[src/rtl/q_not_touch_if.sv]
// Serial keep-alive marker stream: frame enable in, marker bit and start-of-frame pulse out.
interface q_not_touch_if;
   logic en;
   logic sig;
   logic sof;

   modport master (output en, input sig, input sof);
   modport slave  (input en, output sig, output sof);
endinterface

[src/rtl/q_not_touch.sv]
// Keep-alive anchor cell: repeatedly serialises start bit, MARK_ID, CRC-8 and stop bit onto sig,
// separated by GAP idle cycles, so the enclosing logic cannot be optimised away.
module q_not_touch #(
   parameter int unsigned       ID_W    = 16,
   parameter logic [ID_W-1:0]   MARK_ID = 16'hA5C3,
   parameter int unsigned       GAP     = 4
) (
   input  logic           clk,
   input  logic           rst_n,
   q_not_touch_if.slave   bus
);

   localparam int unsigned           CNT_W    = 8;
   localparam logic [CNT_W-1:0]      ID_LAST  = CNT_W'(ID_W - 1);
   localparam logic [CNT_W-1:0]      GAP_LAST = CNT_W'(GAP - 1);
   localparam logic [CNT_W-1:0]      CRC_LAST = CNT_W'(7);
   localparam logic [CNT_W-1:0]      CNT_ONE  = CNT_W'(1);

   typedef enum logic [2:0] {
      S_IDLE  = 3'd0,
      S_START = 3'd1,
      S_ID    = 3'd2,
      S_CRC   = 3'd3,
      S_STOP  = 3'd4,
      S_GAP   = 3'd5
   } state_t;

   state_t            r_state;
   logic [CNT_W-1:0]  r_cnt;
   logic [7:0]        r_crc;
   logic [ID_W-1:0]   r_id_sh;
   logic              r_sig;
   logic              r_sof;

   // One bit of CRC-8, polynomial 0x07, MSB-first, no reflection.
   function automatic logic [7:0] crc8_step(input logic [7:0] crc, input logic b);
      logic fb;
      fb        = crc[7] ^ b;
      crc8_step = {crc[6:0], 1'b0} ^ (fb ? 8'h07 : 8'h00);
   endfunction

   // Frame sequencer; r_state names the field currently being driven on sig.
   always_ff @(posedge clk or negedge rst_n) begin
      if (!rst_n) begin
         r_state <= S_IDLE;
         r_cnt   <= {CNT_W{1'b0}};
         r_crc   <= 8'h00;
         r_id_sh <= {ID_W{1'b0}};
         r_sig   <= 1'b0;
         r_sof   <= 1'b0;
      end else begin
         r_sof <= 1'b0;
         case (r_state)
            S_IDLE: begin
               if (bus.en) begin
                  r_state <= S_START;
                  r_sig   <= 1'b1;
                  r_sof   <= 1'b1;
                  r_crc   <= 8'h00;
               end else begin
                  r_sig   <= 1'b0;
               end
            end
            S_START: begin
               r_state <= S_ID;
               r_cnt   <= ID_LAST;
               r_sig   <= MARK_ID[ID_W-1];
               r_crc   <= crc8_step(8'h00, MARK_ID[ID_W-1]);
               r_id_sh <= MARK_ID << 1'b1;
            end
            S_ID: begin
               // r_crc already covers every ID bit sent so far, including the one on sig now.
               if (r_cnt == {CNT_W{1'b0}}) begin
                  r_state <= S_CRC;
                  r_cnt   <= CRC_LAST;
                  r_sig   <= r_crc[7];
                  r_crc   <= {r_crc[6:0], 1'b0};
               end else begin
                  r_cnt   <= r_cnt - CNT_ONE;
                  r_sig   <= r_id_sh[ID_W-1];
                  r_crc   <= crc8_step(r_crc, r_id_sh[ID_W-1]);
                  r_id_sh <= r_id_sh << 1'b1;
               end
            end
            S_CRC: begin
               if (r_cnt == {CNT_W{1'b0}}) begin
                  r_state <= S_STOP;
                  r_sig   <= 1'b0;
               end else begin
                  r_cnt   <= r_cnt - CNT_ONE;
                  r_sig   <= r_crc[7];
                  r_crc   <= {r_crc[6:0], 1'b0};
               end
            end
            S_STOP: begin
               if (GAP == 32'd0) begin
                  if (bus.en) begin
                     r_state <= S_START;
                     r_sig   <= 1'b1;
                     r_sof   <= 1'b1;
                     r_crc   <= 8'h00;
                  end else begin
                     r_state <= S_IDLE;
                     r_sig   <= 1'b0;
                  end
               end else begin
                  r_state <= S_GAP;
                  r_cnt   <= GAP_LAST;
                  r_sig   <= 1'b0;
               end
            end
            S_GAP: begin
               if (r_cnt == {CNT_W{1'b0}}) begin
                  if (bus.en) begin
                     r_state <= S_START;
                     r_sig   <= 1'b1;
                     r_sof   <= 1'b1;
                     r_crc   <= 8'h00;
                  end else begin
                     r_state <= S_IDLE;
                     r_sig   <= 1'b0;
                  end
               end else begin
                  r_cnt   <= r_cnt - CNT_ONE;
                  r_sig   <= 1'b0;
               end
            end
            default: begin
               r_state <= S_IDLE;
               r_sig   <= 1'b0;
            end
         endcase
      end
   end

   assign bus.sig = r_sig;
   assign bus.sof = r_sof;

endmodule

[src/flat_wrapper.sv]
// flat-port wrapper written by rule: the top's interface ports become plain ports
module q_not_touch_flat 
#(
   parameter int unsigned       ID_W    = 16,
   parameter logic [ID_W-1:0]   MARK_ID = 16'hA5C3,
   parameter int unsigned       GAP     = 4
)
  (clk, rst_n, bus_en, bus_sig, bus_sof);
  q_not_touch_if bus_i ();
  input  logic clk;
  input  logic rst_n;
  input wire logic [$bits(bus_i.en)-1:0] bus_en;
  output wire logic [$bits(bus_i.sig)-1:0] bus_sig;
  output wire logic [$bits(bus_i.sof)-1:0] bus_sof;
  assign bus_i.en = bus_en;
  assign bus_sig = bus_i.sig;
  assign bus_sof = bus_i.sof;
  q_not_touch #(.ID_W(ID_W), .MARK_ID(MARK_ID), .GAP(GAP)) u_core (.clk(clk), .rst_n(rst_n), .bus(bus_i));
endmodule
[config.mk]
export PLATFORM = sky130hd
export DESIGN_NAME = q_not_touch_flat
export DESIGN_NICKNAME = d
export VERILOG_FILES = /design/src/rtl/q_not_touch_if.sv /design/src/rtl/q_not_touch.sv /design/src/flat_wrapper.sv
export SDC_FILE = /design/constraint.sdc
export NUM_CORES = 1
export LEC_CHECK = 0
export ABC_AREA = 1
export CAP_MARGIN = 20
export CORE_MARGIN = 2
export CORE_UTILIZATION = 35
export DETAILED_ROUTE_END_ITERATION = 12
export PLACE_DENSITY = 0.47
export SKIP_LAST_GASP = 1
export SYNTH_ARGS = -nofsm -noshare
export SYNTH_HDL_FRONTEND = slang
export SYNTH_SLANG_ARGS = --single-unit
[constraint.sdc]
create_clock -name clk -period 4.1 [get_ports clk]
set_clock_uncertainty 0.15 [all_clocks]
set_input_delay 0.82 -clock clk [delete_from_list [all_inputs] [get_ports clk]]
set_output_delay 0.82 -clock clk [all_outputs]
set_load 0.01 [all_outputs]
==> flow_summary_export.csv <==
group,metric,value,unit
run_status,status,"finished, final reports clean",
worst_setup_path,worstPathRequired,3.13,ns
cells_and_area,fin_nets,266,
global_route,grt_max_degree,37,
routing,drt_iter0_markers,91,
logic_synthesis,ys_warn_count,0,
timing,tightest_slew,0.827,ns
clock_tree,ctsHtreeMaxLevel,2,
timing,rsz0062_at_grt,"false",
cells_and_area,regArea,901,um2
worst_setup_path,setup.worst_path.class,"reg -> out",
timing,report.final.hold_viol_count,0,
worst_setup_path,crit_path_max_fanout,1,
timing,period_share,51.5,%
global_route,grt_use_total,15.7,%
cells_and_area,multi_input_area,885,um2
routing,route.detailed.drc,0,
logic_synthesis,synth_compound_area_share,10.7,%
die,fp.dieArea,0.00610,mm2
routing,first_pass_iters,4,
global_route,antenna_found_initial,0,
die,ios,5,
logic_synthesis,synthXorXnorAreaFrac,2.73,%
die,die_h,78.1,um
logic_synthesis,synthSimpleGateAreaFrac,29.4,%
clock_tree,cts_tree,"done",
power,leakage,0.00106,uW
worst_setup_path,cpPeakStageDelay,0.52,ns
logic_synthesis,synth-adder-area-share,3.26,%
clock_tree,hold_buffers,0,
logic_synthesis,synth_most_common_cell,"nand2_1",
logic_synthesis,ys_seq_elements,36,
power,ir_worst_vdd,250,uV
routing,vias,1565,
placed_design,place_congestion,0.792,
cells_and_area,stdcell_area,0.00210,mm2
logic_synthesis,netlist.area_leader.share,46.9,%
logic_synthesis,synth_top_family_by_area,"simple AND/OR/NAND/NOR gates",
timing,setup_viol,0,
power,pwr_density_cell,810,mW/mm2
clock_tree,clock-sinks,36,
die,placementRows,26,
cells_and_area,n_fill_cell,551,
clock_tree,cts_buffers,5,
global_route,grt_first_pass_wirelength,7490,um
cells_and_area,fin_util,40.4,%
logic_synthesis,synthesis.area,0.00192,mm2
worst_setup_path,critical_path_arrival,1.14,ns
worst_setup_path,crit_buf_inv,1,
logic_synthesis,muxShareOfSynthArea,0,%
clock_tree,clock_latency,0.29,ns
logic_synthesis,syn_inst,252,
worst_setup_path,crit_chain,"clkdlybuf4s50_1",
placed_design,place_area,0.00201,mm2
global_route,overflow,0,
logic_synthesis,synth_flop_cell,"dfrtp_1",
routing,post_drt_wl_per_cell,12.7,um
logic_synthesis,avgSynthCellArea,7.63,um2
logic_synthesis,yosysSeqAreaShare,46.9,%
clock_tree,cts_max_path_buffers,2,
placed_design,io_buffers,4,
routing,antenna_left,0,
clock_tree,path_clk_slew,0.08,ns
global_route,grt_pass1_vias,1513,
clock_tree,postCtsSetupBuffers,0,
logic_synthesis,synth-edff-count,0,
cells_and_area,antenna_cells,0,
timing,drv_slew,0,
logic_synthesis,yosysTopAreaCell,"dfrtp_1",
cells_and_area,syn2layout_area_growth,9.31,%
logic_synthesis,ys_types,20,
logic_synthesis,synth_nets,260,
clock_tree,root_buffer,"clkbuf_8",
worst_setup_path,crit_family,"buffers and inverters",
logic_synthesis,ys_top_cells_by_count,"nand2_1, dfrtp_1, nor2_1, nand3_1, inv_1",
clock_tree,cts.repair.resized,0,
timing,min_period,2.11,ns
logic_synthesis,synth_area_leaders,"dfrtp_1, nand2_1, nand3_1, nor2_1, inv_1",
timing,fmax,474,MHz
timing,slew_headroom,44.9,%
die,die_width,78.1,um
cells_and_area,final_cell_count_no_fill,329,
worst_setup_path,cp_slowest_cell,"clkdlybuf4s50_1",
worst_setup_path,cp-start-kind,"flop",
placed_design,dp_hpwl,2790,um
die,initial_core_util,36.9,%
worst_hold_path,hold_path.class,"reg -> reg",
die,core_area,0.00520,mm2
timing,tns,0,ns
flow_run,max_cap_viol_count,0,
worst_setup_path,endpoint_kind,"primary output",
logic_synthesis,async_reset_ff_share,100,%
placed_design,dpl.cell_count,321,
cells_and_area,layout-drive-gt1-share,6.95,%
routing,drt-total-wl,4180,um
routing,viasPerCell,4.76,
-- per-layer routing --
layer	GRT usage [%]	share of wire [%]
met1	22.7	54
met2	22.8	42
met3	5.06	3.2
met4	4.04	0.45
met5	0	0
-- final timing paths --
check,end,startpoint,depth (start not counted),slack [ns]
max,bus_sof,u_core.bus.sof$_DFF_PN0_,1,1.99
min,u_core.r_id_sh[1]$_DFFE_PN0P_,u_core.r_id_sh[1]$_DFFE_PN0P_,2,0.33
max reg2reg,u_core.r_id_sh[7]$_DFFE_PN0P_,u_core.r_cnt[0]$_DFFE_PN0P_,9,2.00
min reg2reg,u_core.r_id_sh[1]$_DFFE_PN0P_,u_core.r_id_sh[1]$_DFFE_PN0P_,2,0.33
max in group asynchronous,u_core.r_crc[1]$_DFFE_PN0P_,rst_n,1,2.80
min in group asynchronous,u_core.r_cnt[2]$_DFFE_PN0P_,rst_n,1,0.45
-- cells by family after synthesis --
group	after synthesis
AND/OR/NAND/NOR	136
buffers and inverters	32
AO/OA/AOI/OAI	37
flip-flops	36
adder cells (fa/ha/maj)	5
XOR/XNOR	6
-- power by group --
part	leakage, uW	internal (uW)	switching, uW
Clock	0.0000479	119	141
Sequential	0.000452	477	83.2
Combinational	0.000562	268	613
Total	0.00106	864	838
-- stage by stage --
stage	total power [uW]	worst slack [ns]	hold WS, ns
4_1_cts	1720	1.97	0.333
3_3_place_gp	1460	1.77	0.307
5_1_grt	1900	1.68	0.374
6_report	1700	1.99	0.333
3_5_place_dp	1450	1.75	0.314
2_1_floorplan	1260	2.44	0.293
-- sequential cells by signal (all words and copies together) (netlist names) --
| signal | flops |
|---|---|
| u_core.r_id_sh | 15 |
| u_core.r_state | 3 |
| u_core.r_crc | 8 |
| u_core.bus.sof | 1 |
| u_core.bus.sig | 1 |
| u_core.r_cnt | 8 |
-- placed cells by master (no fill, tap or decap) --
cell	instances
nor2_1	32
clkbuf_8	5
nand3_1	24
o21ai_1	3
nand2_2	2
inv_2	3
buf_2	1
clkinv_2	2
clkdlybuf4s50_1	3
dfrtp_1	36
a21boi_0	1
clkinv_4	1
ha_1	5
nand4_1	3
xor2_1	6
a21oi_1	9
buf_4	1
nor2_2	2
o21ai_0	17
nand3_2	1
nand2_1	72
inv_1	23
o211ai_1	7
-- cell type report --
class | instances | area share, %
well taps | 70 | 4.17
clock inverters | 3 | 0.893
flip-flops and latches | 36 | 42.9
multi-input cells | 184 | 42.1
clock buffers | 5 | 3.28
inverters | 26 | 4.65
repair buffers | 5 | 2.03
Note: power is estimated with default switching activity, not from simulation.
